`src/rtl/m68k_bus_master.sv`:
```
// m68k_bus_master: 68000-style asynchronous bus master for byte/word/long transfers.
// Define M68K_BUS_TIMEOUT_EN to abort WAIT after TIMEOUT_CYC clocks with resp_err=3.
module m68k_bus_master #(
  parameter int ADDR_W      = 24,
  parameter int TIMEOUT_CYC = 1024
) (
  input  logic              C100,
  input  logic              RESET_n,
  input  logic              req_valid,
  output logic              req_ready,
  input  logic [ADDR_W-1:0] req_addr,
  input  logic [2:0]        req_fc,
  input  logic [1:0]        req_size,
  input  logic              req_read,
  input  logic [31:0]       req_wdata,
  output logic              resp_valid,
  output logic [31:0]       resp_rdata,
  output logic [1:0]        resp_err,
  output logic [ADDR_W-2:0] A,
  output logic [2:0]        FC,
  output logic              A_oe,
  output logic              AS_n,
  output logic              RW_n,
  output logic              UDS_n,
  output logic              LDS_n,
  output logic [15:0]       D_out,
  output logic              D_oe,
  input  logic [15:0]       D_in,
  input  logic              DTACK_n,
  input  logic              BERR_n
);
  typedef enum logic [2:0] {IDLE, ADR, ASRT, DS, WAIT, LATCH, NEG, RESP} state_t;
  state_t r_state, w_next;
  logic dtack_q, berr_q;
  logic [ADDR_W-1:0] r_addr;
  logic [2:0] r_fc;
  logic r_read, r_byte, r_long, r_second;
  logic [15:0] r_dout, r_wlo;
  logic [31:0] r_rdata;
  logic [1:0] r_err;
  logic w_accept, w_aerr, w_tout, w_as, w_ds;
  assign w_accept = req_valid && r_state == IDLE;
  assign w_aerr   = req_size != 2'd0 && req_addr[0];
`ifdef M68K_BUS_TIMEOUT_EN
  localparam int TW = $clog2(TIMEOUT_CYC + 1);
  logic [TW-1:0] r_tcnt;
  always_ff @(posedge C100 or negedge RESET_n)
    if (!RESET_n) r_tcnt <= '0;
    else          r_tcnt <= (r_state == WAIT) ? r_tcnt + TW'(1) : '0;
  assign w_tout = r_state == WAIT && r_tcnt == TW'(TIMEOUT_CYC - 1);
`else
  assign w_tout = TIMEOUT_CYC < 0;
`endif
  always_ff @(posedge C100 or negedge RESET_n)
    if (!RESET_n) r_state <= IDLE;
    else          r_state <= w_next;
  always_comb begin
    w_next = r_state;
    case (r_state)
      IDLE:    w_next = w_accept ? (w_aerr ? RESP : ADR) : IDLE;
      ADR:     w_next = ASRT;
      ASRT:    w_next = DS;
      DS:      w_next = WAIT;
      WAIT:    w_next = !berr_q ? NEG : !dtack_q ? LATCH : w_tout ? NEG : WAIT;
      LATCH:   w_next = NEG;
      NEG:     w_next = (r_long && !r_second && r_err == 2'd0) ? ADR : RESP;
      default: w_next = IDLE;
    endcase
  end
  always_ff @(posedge C100 or negedge RESET_n)
    if (!RESET_n) begin
      dtack_q  <= 1'b1;
      berr_q   <= 1'b1;
      r_addr   <= '0;
      r_fc     <= '0;
      r_read   <= 1'b0;
      r_byte   <= 1'b0;
      r_long   <= 1'b0;
      r_second <= 1'b0;
      r_dout   <= '0;
      r_wlo    <= '0;
      r_rdata  <= '0;
      r_err    <= '0;
    end else begin
      dtack_q <= DTACK_n;
      berr_q  <= BERR_n;
      if (w_accept) begin
        r_addr   <= req_addr;
        r_fc     <= req_fc;
        r_read   <= req_read;
        r_byte   <= req_size == 2'd0;
        r_long   <= req_size == 2'd2;
        r_second <= 1'b0;
        r_dout   <= req_size == 2'd0 ? {2{req_wdata[7:0]}} : req_size == 2'd2 ? req_wdata[31:16] : req_wdata[15:0];
        r_wlo    <= req_wdata[15:0];
        r_rdata  <= '0;
        r_err    <= w_aerr ? 2'd2 : 2'd0;
      end
      if (r_state == WAIT && w_next == NEG) r_err <= !berr_q ? 2'd1 : 2'd3;
      if (r_state == LATCH)
        r_rdata <= r_byte ? {24'h0, r_addr[0] ? D_in[7:0] : D_in[15:8]} :
                   r_second ? {r_rdata[31:16], D_in} :
                   r_long ? {D_in, 16'h0} : {16'h0, D_in};
      if (r_state == NEG && w_next == ADR) begin
        r_addr   <= r_addr + ADDR_W'(2);
        r_second <= 1'b1;
        r_dout   <= r_wlo;
      end
    end
  // Reads enable data strobes with AS_n; writes wait one clock for data setup.
  always_comb begin
    w_as  = r_state inside {ASRT, DS, WAIT, LATCH};
    w_ds  = r_read ? w_as : r_state inside {DS, WAIT, LATCH};
    A_oe  = r_state inside {ADR, ASRT, DS, WAIT, LATCH, NEG};
    AS_n  = !w_as;
    RW_n  = !(A_oe && !r_read);
    UDS_n = !(w_ds && (!r_byte || !r_addr[0]));
    LDS_n = !(w_ds && (!r_byte || r_addr[0]));
    D_oe  = !r_read && r_state inside {ASRT, DS, WAIT, LATCH, NEG};
    A     = r_addr[ADDR_W-1:1];
    FC    = r_fc;
    D_out = r_dout;
    req_ready  = r_state == IDLE;
    resp_valid = r_state == RESP;
    resp_rdata = r_rdata;
    resp_err   = r_err;
  end
endmodule

```
`config.mk`:
```
export PLATFORM = sky130hd
export DESIGN_NAME = m68k_bus_master
export DESIGN_NICKNAME = d
export VERILOG_FILES = /design/src/rtl/m68k_bus_master.sv
export SDC_FILE = /design/constraint.sdc
export NUM_CORES = 1
export LEC_CHECK = 0
export ABC_AREA = 1
export CAP_MARGIN = 0
export CORE_MARGIN = 3
export CORE_UTILIZATION = 48
export CTS_CLUSTER_DIAMETER = 150
export CTS_CLUSTER_SIZE = 28
export DETAILED_ROUTE_END_ITERATION = 8
export GPL_TIMING_DRIVEN = 0
export HOLD_SLACK_MARGIN = 0.02
export PLACE_DENSITY = 0.82
export RECOVER_POWER = 50
export SYNTH_ARGS = -nofsm -noshare
export SYNTH_HDL_FRONTEND = slang
export SYNTH_SLANG_ARGS = --single-unit
```
`constraint.sdc`:
```
create_clock -name C100 -period 2.2 [get_ports C100]
set_input_delay 0.22 -clock C100 [delete_from_list [all_inputs] [get_ports C100]]
set_output_delay 0.22 -clock C100 [all_outputs]
set_load 0.02 [all_outputs]
```
Word level (Yosys, flattened, before mapping)
Cells that the tools add are included.
- logic and storage cells: 83
- flip-flop bits (word level): 102
- input bits: 83
- muxes and demuxes: 25
- reduce and logical (&&, ||, !) cells: 32
- eq/ne operators: 11
- $add $sub $neg: 1
- operators by type and width (kind ; number):
    $mux 32 ; 5
    $mux 16 ; 4
    $mux 24 ; 2
    $add 24x2->24 const B ; 1
    $pmux 3 s7 ; 1
    $eq 3x3->1 const B ; 5
    $logic_and 1x1->1 ; 10
    $mux 2 ; 5
    $mux 3 ; 3
    $logic_not 1->1 ; 8
    $mux 8 ; 1
    $reduce_bool 2->1 ; 4
    $eq 3x1->1 const B ; 2
    $eq 3x2->1 const B ; 2
    $reduce_bool 6->1 ; 1
    $reduce_bool 5->1 ; 1
    $logic_not 2->1 ; 2
    $mux 1 ; 4
    $reduce_bool 4->1 ; 1
    $logic_not 3->1 ; 1
    $ne 3x3->1 const B ; 1
    $reduce_bool 3->1 ; 1
    $eq 2x2->1 const B ; 1
    $logic_or 1x1->1 ; 2
    $reduce_and 2->1 ; 1

Longest topological paths before layout
Gate-level depths: netlist of run 1.
- depth in word-level cells: 8
- mapped depth: 10

Worst setup path before layout of run 1
OpenSTA, ideal clock, no wires.
- path kind: register -> register
- start point: register r_addr[1]
- end point: register r_addr[11]
- required time: 2.075 ns
- stages on the path, launching flop included: 8
- arrival: 1.439 ns
- setup slack: 0.636 ns
- buffers on the path: 0
- path through: dfrtp_1 > ha_1 > nand3_1 > nor2_1 > nand2_1 > xnor2_1 > nand2_1 > nand3_1
- longest elaborated chain between the ends: 2
- ends and longest elaborated chain (item ; RTL line ; RTL):
    start, declared ; 35 ; logic [ADDR_W-1:0] r_addr;
    start signal, assigned ; 88 ; r_addr <= req_addr;
    start signal, assigned ; 105 ; r_addr <= r_addr + ADDR_W'(2);
    $add 24x2->24 ; 105 ;
    $mux 24 ; 104 ; if (r_state == NEG && w_next == ADR) begin
Every way passes these cells.
A chain may end at the register's enable or synchronous reset.

Worst setup path after layout of run 1
- start point: register r_state[2]
- end point: output port UDS_n
- longest elaborated chain between the ends: 5
- ends and longest elaborated chain (item ; RTL line ; RTL):
    start, declared ; 33 ; state_t r_state, w_next;
    start signal, assigned ; 56 ; else r_state <= w_next;
    $eq 3x2->1, or another cell as far along ; 112 ; w_as = r_state inside {ASRT, DS, WAIT, LATCH};
    $reduce_bool 4->1 or $reduce_bool 3->1 (tied branches) ; 112, 113 ;
    $mux 1 (*) ; 113 ; w_ds = r_read ? w_as : r_state inside {DS, WAIT, LATCH};
    $logic_and 1x1->1 (*) ; 117 ; UDS_n = !(w_ds && (!r_byte || !r_addr[0]));
    $logic_not 1->1 (*) ; 117 ;
    end, declared ; 24 ; output logic UDS_n,
Mark *: on every way between the ends. The rest lies on a longest branch, timed or not.

==> flow_metrics.env, run 1 <==
export IMPL_worstHoldPathType="input port to flip-flop"
export IMPL_finish_instance_area_sq_mm=0.007624
export IMPL_synth_top_cell_by_area="dfrtp_1"
export IMPL_start_kind="flip-flop"
export IMPL_core_rowCount=38
export IMPL_maxSlewViolCount=0
export IMPL_fillCellCount=952
export IMPL_synth_top_family_by_area="simple AND/OR/NAND/NOR gates"
export IMPL_p_int_uw=5714
export IMPL_wirelength_mm=16.31
export IMPL_criticalPathCategory="flip-flop to primary output"
export IMPL_cp_required_ns=1.98
export IMPL_synthTopCellsByCount="227 x nand2_1, 106 x nand3_1, 100 x dfrtp_1, 80 x inv_1, 48 x o21ai_0"
export IMPL_synthToLayoutAreaGrowth_pct=38.95
export IMPL_layout_nets=988
export IMPL_cts_inserted_buffers=9
export IMPL_synthXorXnorAreaFrac=0.01596
export IMPL_place_area_sq_mm=0.007348
export IMPL_post_route_min_period_ns=2.052
export IMPL_drc=0
export IMPL_num_vias=5376
export IMPL_cts_tree="built"
export IMPL_cts_max_level=3
export IMPL_final_cell_count_no_fill=1049
export IMPL_grt_pass1_wl_mm=26.57
export IMPL_synth_seq_cells=102
export IMPL_drt_iter0_markers=348
export IMPL_die_x_microns=112.9
export IMPL_syn_nets=810
export IMPL_ys_seq_area_frac=0.4657
export IMPL_status="completed"
export IMPL_ioPinCount=167
export IMPL_synth_warnings=0
export IMPL_core_sq_mm=0.01098
export IMPL_synth_compound_area_frac=0.09373
export IMPL_worst_pin_slew_ns=1.288
export IMPL_rsz0062_at_grt="false"
export IMPL_clk_insertion_delay_late_ns=0.35
export IMPL_tns_ns=0
export IMPL_port_buffers=166
export IMPL_endpoint_kind="primary output"
export IMPL_synth_edf_count=0
export IMPL_clkTransAtPathRegs_ns=0.07
export IMPL_swShare=0.4288
export IMPL_clock_root_buffer="clkbuf_16"
export IMPL_clkPwrFrac=0.155
export IMPL_fp_dieH_microns=112.9
export IMPL_total_leakage_power_uw=0.003680
export IMPL_antennaDiodeCount=0
export IMPL_synthFlopType="dfrtp_1"
export IMPL_fin_worst_skew_ns=0.01135
export IMPL_ctsLongestPathBuffers=2
export IMPL_dpl_hpwl_mm=12.59
export IMPL_worst_path_max_fanout=6
export IMPL_grt_pass1_vias=5337
export IMPL_wire_per_inst_microns=15.55
export IMPL_grt_overflow=0
export IMPL_power_switching_uw=4289
export IMPL_yosysMostFrequentCell="nand2_1"
export IMPL_syn_area_per_cell_sq_um=7.557
export IMPL_grt_use_total=0.2618
export IMPL_gp_congestion=0.9591
export IMPL_synth_async_reset_ratio=1.000
export IMPL_max_freq_ghz=0.4874
export IMPL_pwr_share_comb=0.511
export IMPL_first_pass_iters=6
export IMPL_timing_final_crit_share=0.9327
export IMPL_synthMuxAreaShare=0
export IMPL_clock_sinks=102
export IMPL_ys_types=32
export IMPL_die_area_sq_mm=0.01275
export IMPL_ant_nets=0
export IMPL_grt_max_degree=53
export IMPL_power_density_mw_per_mm2=1312
export IMPL_synth_simple_area_share=0.3058
export IMPL_timing_final_ws_setup_ns=0.1481
export IMPL_drive_above_1_share=0.07811
export IMPL_grt_antenna_before_repair=0
export IMPL_synthAdderAreaFrac=0.002281
export IMPL_maxCapViolations=0
export IMPL_syn_area_sq_mm=0.005487
export IMPL_synth_area_leaders="dfrtp_1 46%, nand2_1 16%, nand3_1 9.7%"
export IMPL_initial_utilization=0.4995
export IMPL_pre_cts_ws_ns=0.02791
export IMPL_ir_drop_mv=0.7526
export IMPL_slew_headroom=0.1412
export IMPL_final_util=0.6941
export IMPL_post_place_cells=1033
export IMPL_seqPwrFrac=0.334
export IMPL_synth_top_area_share=0.4561
export IMPL_hold_viol_final=0
export IMPL_postSynthCellCount=726
export IMPL_cp_arrival_ns=1.83
export IMPL_finalSetupViolations=0
export IMPL_vias_per_cell=5.125
cells in the final DEF, fill, tap and decap left out, types with 6 or more instances in the layout:
master / n
dfrtp_1: 98
o221ai_1: 8
inv_1: 80
dlygate4sd3_1: 35
clkdlybuf4s50_1: 126
o21ai_0: 48
o22ai_1: 16
buf_2: 7
nand3_1: 107
a21oi_1: 7
xnor2_1: 6
nand2_1: 227
buf_4: 26
clkbuf_16: 9
nor2_1: 37
o211ai_1: 8
clkbuf_1: 12
kinds of logic (layout without fill, tap and decap cells):
group / count (synthesis) / after routing
and+or+nand+nor: 390 / 390
buffers and inverters: 135 / 318
DFF: 102 / 102
AOI/OAI and AO/OA: 88 / 88
xor gates and xnor gates: 10 / 10
adders and majority gates: 1 / 1
worst max-delay path, stage by stage, from the launching register on:
cell           delay [ns]
dfrtp_1              0.43
inv_1                0.15
nand3_1              0.10
o21ai_0              0.36
nand2_1              0.10
dlygate4sd2_1        0.34
power by group through the flow:
stage	registers, uW	logic [uW]	clock network [uW]
after floorplan	3720	2630	0
after global placement	3350	5150	0
after detailed placement	3370	5270	0
after CTS	3350	5260	1590
after global routing	3460	5620	1670
final	3340	5110	1550
per-layer routing:
metal | track usage | wire length (microns) | up-vias
li1 | - | - | 2679
met1 | 0.3173 | 6440 | 2463
met2 | 0.4447 | 8132 | 205
met3 | 0.08877 | 1354 | 29
met4 | 0.07532 | 384 | 0
met5 | 0 | 0 | -
repair_timing:
| item | CTS | global route |
|---|---|---|
| hold buffers | 1 | 0 |
| endpoints found under the setup margin | 2 | 3 |
| pin swaps | 0 | 0 |
| gates resized for setup | 2 | 5 |
| endpoints found under the hold margin | 51 | 0 |
| setup buffers | 0 | 0 |
cell type report:
type | count | area [sq um] | share of cell area
timing repair buffer | 168 | 1683 | 0.2207
clock buffer | 9 | 225.2 | 0.02954
buffer | 51 | 320.3 | 0.04202
multi-input combinational | 489 | 2287 | 0.3000
sequential | 102 | 2557 | 0.3355
inverter | 83 | 311.5 | 0.04087
clock inverter | 7 | 63.81 | 0.008370
tap | 140 | 175.2 | 0.02298
metrics by stage:
stage	power, uW	hold slack, ns
floorplan	6349	-0.07559
global placement	8506	0.4626
detailed placement	8637	0.2997
CTS	10200	0.2584
global route	10740	0.3966
finish	10000	0.4046
flip-flops by register name, indices dropped and copies added, names as in the netlist:
register / count
D_out: 16
r_addr: 24
FC: 3
r_long: 1
r_state: 3
resp_err: 2
r_byte: 1
r_wlo: 16
resp_rdata: 32
r_second: 1
dtack_q: 1
r_read: 1
berr_q: 1
final timing paths:
check	startpoint	end	slack, ns	depth (start not counted)
worst max-delay path	r_state[2]$_DFF_PN0_	UDS_n	0.15	5
worst min-delay path	req_fc[2]	FC[2]$_DFFE_PN0N_	0.40	3
worst max register to register	r_addr[1]$_DFFE_PN0P_	r_addr[15]$_DFFE_PN0P_	0.22	8
worst min register to register	D_out[4]$_DFFE_PN0P_	D_out[4]$_DFFE_PN0P_	0.47	2
max in group asynchronous	RESET_n	r_state[1]$_DFF_PN0_	0.41	3
min in group asynchronous	RESET_n	r_addr[10]$_DFFE_PN0P_	0.69	2
Note: power is estimated with default switching activity, not from simulation.
==> inputs of run 2 (changes only) <==
--- a/config.mk
+++ b/config.mk
@@ -12,7 +12,6 @@
 export CTS_CLUSTER_DIAMETER = 150
 export CTS_CLUSTER_SIZE = 28
 export DETAILED_ROUTE_END_ITERATION = 8
-export GPL_TIMING_DRIVEN = 0
 export HOLD_SLACK_MARGIN = 0.02
 export PLACE_DENSITY = 0.82
 export RECOVER_POWER = 50
==> run 2 against run 1 <==
Final area shrank 2.4%; first-iteration DRC count shrank 7.2%; sequential power grew 1%; largest cell class unchanged; highest routed layer unchanged.
==> flow_metrics.env, run 2 (synthesis gave the netlist of run 1 again) <==
export IMPL_post_cts_buffers=0
export IMPL_layout_commonest_cell="nand2_1"
export IMPL_worstHoldPathType="input port to flip-flop"
export IMPL_grt_antenna_before_repair=0
export IMPL_slowest_delay_ns=0.43
export IMPL_fp_dieH_microns=112.9
export IMPL_final_util=0.6776
export IMPL_final_cell_count_no_fill=1011
export IMPL_multiInputGateArea_sq_mm=0.002307
export IMPL_antennaDiodeCount=0
export IMPL_post_route_min_period_ns=2.037
export IMPL_hold_viol_final=0
export IMPL_fin_worst_skew_ns=0.008327
export IMPL_wire_per_inst_microns=15.45
export IMPL_power_total_uw=9925
export IMPL_grt_pass1_vias=5311
export IMPL_wl_met2_mm=7.634
export IMPL_ir_drop_mv=0.8001
export IMPL_layout_nets=950
export IMPL_grt_max_degree=49
export IMPL_fillCellCount=926
export IMPL_die_area_sq_mm=0.01275
export IMPL_post_place_cells=994
export IMPL_criticalPathCategory="flip-flop to primary output"
export IMPL_cp_num_buf_inv=2
export IMPL_cp_cell_sequence="inv_2 > nand3_1 > o21ai_0 > nand2_1 > dlygate4sd2_1"
export IMPL_endpoint_kind="primary output"
export IMPL_ioPinCount=167
export IMPL_grt_overflow=0
export IMPL_drive_above_1_share=0.05511
export IMPL_status="completed"
export IMPL_start_kind="flip-flop"
export IMPL_ctsLongestPathBuffers=2
export IMPL_num_vias=5402
export IMPL_grt_pass1_wl_mm=25.63
export IMPL_cp_arrival_ns=1.82
export IMPL_port_buffers=166
export IMPL_core_rowCount=38
export IMPL_max_freq_ghz=0.4908
export IMPL_wl_met3_mm=1.411
export IMPL_gp_congestion=0.9958
export IMPL_ant_nets=0
export IMPL_dpl_hpwl_mm=11.65
export IMPL_grt_use_total=0.2441
export IMPL_worst_pin_slew_ns=1.010
export IMPL_clkTransAtPathRegs_ns=0.07
export IMPL_total_leakage_power_uw=0.003485
export IMPL_crit_family="buffers and inverters"
export IMPL_clock_root_buffer="clkbuf_16"
export IMPL_power_density_mw_per_mm2=1334
export IMPL_final_cell_mix="227 x nand2_1, 153 x clkdlybuf4s50_1, 105 x nand3_1, 98 x dfrtp_1, 80 x inv_1"
export IMPL_worst_path_max_fanout=6
export IMPL_slowest_stage="dfrtp_1"
export IMPL_rsz0062_at_grt="false"
export IMPL_synthToLayoutAreaGrowth_pct=35.64
export IMPL_cts_tree="built"
export IMPL_die_x_microns=112.9
export IMPL_maxCapViolations=0
export IMPL_first_pass_iters=5
export IMPL_clock_sinks=102
export IMPL_seq_area_sq_mm=0.002557
export IMPL_core_sq_mm=0.01098
export IMPL_wl_met1_mm=6.220
export IMPL_tns_ns=0
export IMPL_vias_per_cell=5.343
export IMPL_slew_headroom=0.3265
export IMPL_cp_required_ns=1.98
export IMPL_timing_final_crit_share=0.9261
export IMPL_maxSlewViolCount=0
export IMPL_largest_register_ffs=32
export IMPL_cts_max_level=3
export IMPL_drc=0
export IMPL_wirelength_mm=15.62
export IMPL_cts_inserted_buffers=9
export IMPL_drt_iter0_markers=323
export IMPL_finalSetupViolations=0
export IMPL_initial_utilization=0.4995
export IMPL_clk_insertion_delay_late_ns=0.34
export IMPL_top_layer="met4"
==> run 2: changes by cell type in the layout (fill, tap and decap cells not counted), sizes merged <==
cell           delta
bufinv            +1
clkinv            -2
clkinvlp          +1
buf              -31
clkdlybuf4s50    +27
dlygate4sd3      -27
clkbuf            -7
==> run 2: path summary, 6_finish.rpt <==
| check | start | end | slack (ns) | cells after the start |
|---|---|---|---|---|
| max reg2reg | r_state[0]$_DFF_PN0_ | r_addr[20]$_DFFE_PN0P_ | 0.23 | 7 |
| min | req_fc[2] | FC[2]$_DFFE_PN0N_ | 0.42 | 3 |
| max | r_state[2]$_DFF_PN0_ | LDS_n | 0.16 | 5 |
| max in group asynchronous | RESET_n | r_state[1]$_DFF_PN0_ | 0.32 | 3 |
| min reg2reg | FC[0]$_DFFE_PN0N_ | FC[0]$_DFFE_PN0N_ | 0.47 | 2 |
| min in group asynchronous | RESET_n | r_addr[8]$_DFFE_PN0P_ | 0.56 | 2 |
==> run 2: metrics by stage <==
step                      cell area, sq um  setup slack, ns  hold slack, ns
final                                 7442           0.1626          0.4175
after floorplan                       5487           0.6363        -0.07559
after CTS                             7456         -0.02321          0.2754
after global routing                  7442         0.005378          0.4160
after detailed placement              7136           0.2048          0.2216
after global placement                7136           0.2723          0.2129
==> run 2: timing repair <==
action                                  in CTS  in global routing
gates cloned                                 0                  0
hold endpoints to repair                    32                  0
gates resized for setup                      3                  6
hold buffers                                 1                  0
endpoints found under the setup margin       3                  4
==> run 2: layer usage <==
| layer | vias up | global-route usage |
|---|---|---|
| met5 | - | 0 |
| met4 | 0 | 0.08894 |
| met3 | 28 | 0.07219 |
| met2 | 225 | 0.4088 |
| met1 | 2544 | 0.3000 |
| li1 | 2605 | - |
==> run 2: final cells by class <==
class / count / area share
repair buffers: 181 / 0.2389
multi-input cells: 489 / 0.3100
inverters: 83 / 0.04186
clock buffers: 9 / 0.03026
clock inverters: 7 / 0.01177
flip-flops and latches: 102 / 0.3436
well taps: 140 / 0.02354
==> run 2: worst min-delay path, delay by kind of cell <==
family	cells	cell delay, ns
and+or+nand+nor	2	0.10
buffers and inverters	1	0.39
==> run 2: power by group <==
| part | switching [uW] | internal [uW] | leakage, uW |
|---|---|---|---|
| clock | 768 | 912 | 0.000148 |
| combinational | 2780 | 2090 | 0.00203 |
| sequential | 702 | 2680 | 0.00131 |
| total | 4250 | 5680 | 0.00349 |
==> inputs of run 3 (changes only) <==
--- a/config.mk
+++ b/config.mk
@@ -14,7 +14,6 @@
 export DETAILED_ROUTE_END_ITERATION = 8
 export HOLD_SLACK_MARGIN = 0.02
 export PLACE_DENSITY = 0.82
-export RECOVER_POWER = 50
 export SYNTH_ARGS = -nofsm -noshare
 export SYNTH_HDL_FRONTEND = slang
 export SYNTH_SLANG_ARGS = --single-unit
==> run 3 against run 2 <==
Die area did not move; routed wire length fell by 0.24%; global-route usage did not move; critical path depth did not move; largest power group unchanged; hold slack got worse by 0.13 ns; critical path type unchanged; power rose by 0.32%; highest routed layer unchanged; first-iteration DRC count rose by 5.6%; clock-buffer cell count did not move; setup slack got worse by 0.037 ns.
==> flow_metrics.env, run 3 (synthesis gave the netlist of run 1 again) <==
export IMPL_max_freq_ghz=0.4821
export IMPL_finish_instance_area_sq_mm=0.007471
export IMPL_final_cell_mix="227 x nand2_1, 160 x clkdlybuf4s50_1, 105 x nand3_1, 98 x dfrtp_1, 79 x inv_1"
export IMPL_timing_hold_ws_ns=0.2847
export IMPL_wirelength_mm=15.58
export IMPL_grt_pass1_vias=5311
export IMPL_layout_nets=950
export IMPL_cts_tree="built"
export IMPL_cp_cell_sequence="inv_2 > nand3_1 > o21ai_0 > nand2_1 > dlygate4sd2_1"
export IMPL_final_util=0.6802
export IMPL_num_vias=5392
export IMPL_vias_per_cell=5.333
export IMPL_ant_nets=0
export IMPL_worstHoldPathType="input port to flip-flop"
export IMPL_start_kind="flip-flop"
export IMPL_maxSlewViolCount=0
export IMPL_slowest_delay_ns=0.43
export IMPL_status="completed"
export IMPL_regToRegStartpoint="r_addr[1]$_DFFE_PN0P_"
export IMPL_die_x_microns=112.9
export IMPL_cp_arrival_ns=1.85
export IMPL_antennaDiodeCount=0
export IMPL_drive_above_1_share=0.05855
export IMPL_place_area_sq_mm=0.007136
export IMPL_fin_worst_skew_ns=0.009061
export IMPL_layout_commonest_cell="nand2_1"
export IMPL_maxCapViolations=0
export IMPL_gp_congestion=0.9958
export IMPL_post_route_min_period_ns=2.074
export IMPL_finalSetupViolations=0
export IMPL_worstRegToRegCells=8
export IMPL_cts_max_level=3
export IMPL_fillCellCount=920
export IMPL_endpoint_kind="primary output"
export IMPL_grt_use_met2=0.4088
export IMPL_clkTransAtPathRegs_ns=0.07
export IMPL_grt_max_degree=49
export IMPL_startpoint="r_state[2]$_DFF_PN0_"
export IMPL_slowest_stage="dfrtp_1"
export IMPL_largest_register_ffs=32
export IMPL_drt_iter0_markers=341
export IMPL_worst_pin_slew_ns=0.7314
export IMPL_die_area_sq_mm=0.01275
export IMPL_synthToLayoutAreaGrowth_pct=36.17
export IMPL_cp_required_ns=1.98
export IMPL_hold_viol_final=0
export IMPL_grt_overflow=0
export IMPL_initial_utilization=0.4995
export IMPL_slew_headroom=0.5124
export IMPL_wire_per_inst_microns=15.41
export IMPL_post_cts_buffers=0
export IMPL_core_sq_mm=0.01098
export IMPL_cp_endpoint="LDS_n"
export IMPL_criticalPathCategory="flip-flop to primary output"
export IMPL_clk_insertion_delay_late_ns=0.34
export IMPL_grtUsageMet3=0.07219
export IMPL_r2r_end="r_addr[17]$_DFFE_PN0P_"
export IMPL_cp_num_buf_inv=2
export IMPL_drc=0
export IMPL_rrSetupSlack_ns=0.29
export IMPL_rsz0062_at_grt="false"
export IMPL_total_leakage_power_uw=0.003483
export IMPL_grt_pass1_wl_mm=25.63
export IMPL_ioPinCount=167
export IMPL_cp_depth=5
export IMPL_power_total_uw=9958
export IMPL_grt_antenna_before_repair=0
export IMPL_timing_final_crit_share=0.9428
export IMPL_grtUsageMet1=0.3000
export IMPL_port_buffers=166
export IMPL_core_rowCount=38
export IMPL_grt_busiest_layer="met2"
export IMPL_clock_sinks=102
export IMPL_first_pass_iters=5
export IMPL_cts_inserted_buffers=9
export IMPL_worst_path_max_fanout=6
export IMPL_grt_use_total=0.2441
export IMPL_ctsLongestPathBuffers=2
export IMPL_ir_drop_mv=0.8022
export IMPL_fp_dieH_microns=112.9
export IMPL_clock_root_buffer="clkbuf_16"
export IMPL_power_density_mw_per_mm2=1333
export IMPL_crit_family="buffers and inverters"
export IMPL_dpl_hpwl_mm=11.65
[run 3: cell types whose count changed in the layout (fill, tap and decap cells not counted), sizes merged]
cell | previous run | this run
clkdlybuf4s50 | 153 | 160
clkbuf | 15 | 9
buf | 9 | 15
dlygate4sd3 | 8 | 1
[run 3: routing by layer]
metal | vias up | share of wire
li1 | 2605 | -
met1 | 2528 | 0.40
met2 | 228 | 0.49
met3 | 31 | 0.091
met4 | 0 | 0.025
met5 | - | 0
[run 3: layout make-up]
class,instances,area [sq um],area share
inverter,83,311.5,0.04170
timing repair buffer,181,1804,0.2415
sequential,102,2557,0.3423
multi-input combinational,489,2310,0.3092
clock inverter,7,87.58,0.01172
tap,140,175.2,0.02345
clock buffer,9,225.2,0.03015
[run 3: power by group]
part / switching (uW) / internal (uW)
sequential: 702 / 2680
clock: 769 / 912
combinational: 2780 / 2110
total: 4250 / 5710
[run 3: worst min path at each step]
stage / from / endpoint / slack (ns) / cells past startpoint
after floorplan: RESET_n / D_out[0]$_DFFE_PN0P_ / -0.08 / 0
after global placement: RESET_n / r_addr[10]$_DFFE_PN0P_ / 0.21 / 1
after detailed placement: RESET_n / r_addr[10]$_DFFE_PN0P_ / 0.22 / 1
after CTS: DTACK_n / dtack_q$_DFF_PN1_ / 0.28 / 1
after global routing: DTACK_n / dtack_q$_DFF_PN1_ / 0.28 / 1
final: DTACK_n / dtack_q$_DFF_PN1_ / 0.28 / 1
[run 3: through the flow]
stage / setup TNS (ns) / cells / worst slack (ns)
CTS: -0.02321 / 1011 / -0.02321
finish: 0 / 1011 / 0.1259
global route: 0 / 1011 / 0.005378
detailed placement: 0 / 994 / 0.2048
global placement: 0 / 994 / 0.2723
floorplan: 0 / 726 / 0.6363
[run 3: what timing repair did]
action,CTS,global route
gates cloned,0,0
endpoints found under the hold margin,32,0
gates resized for setup,3,6
hold buffers,1,0
setup endpoints to repair,3,4
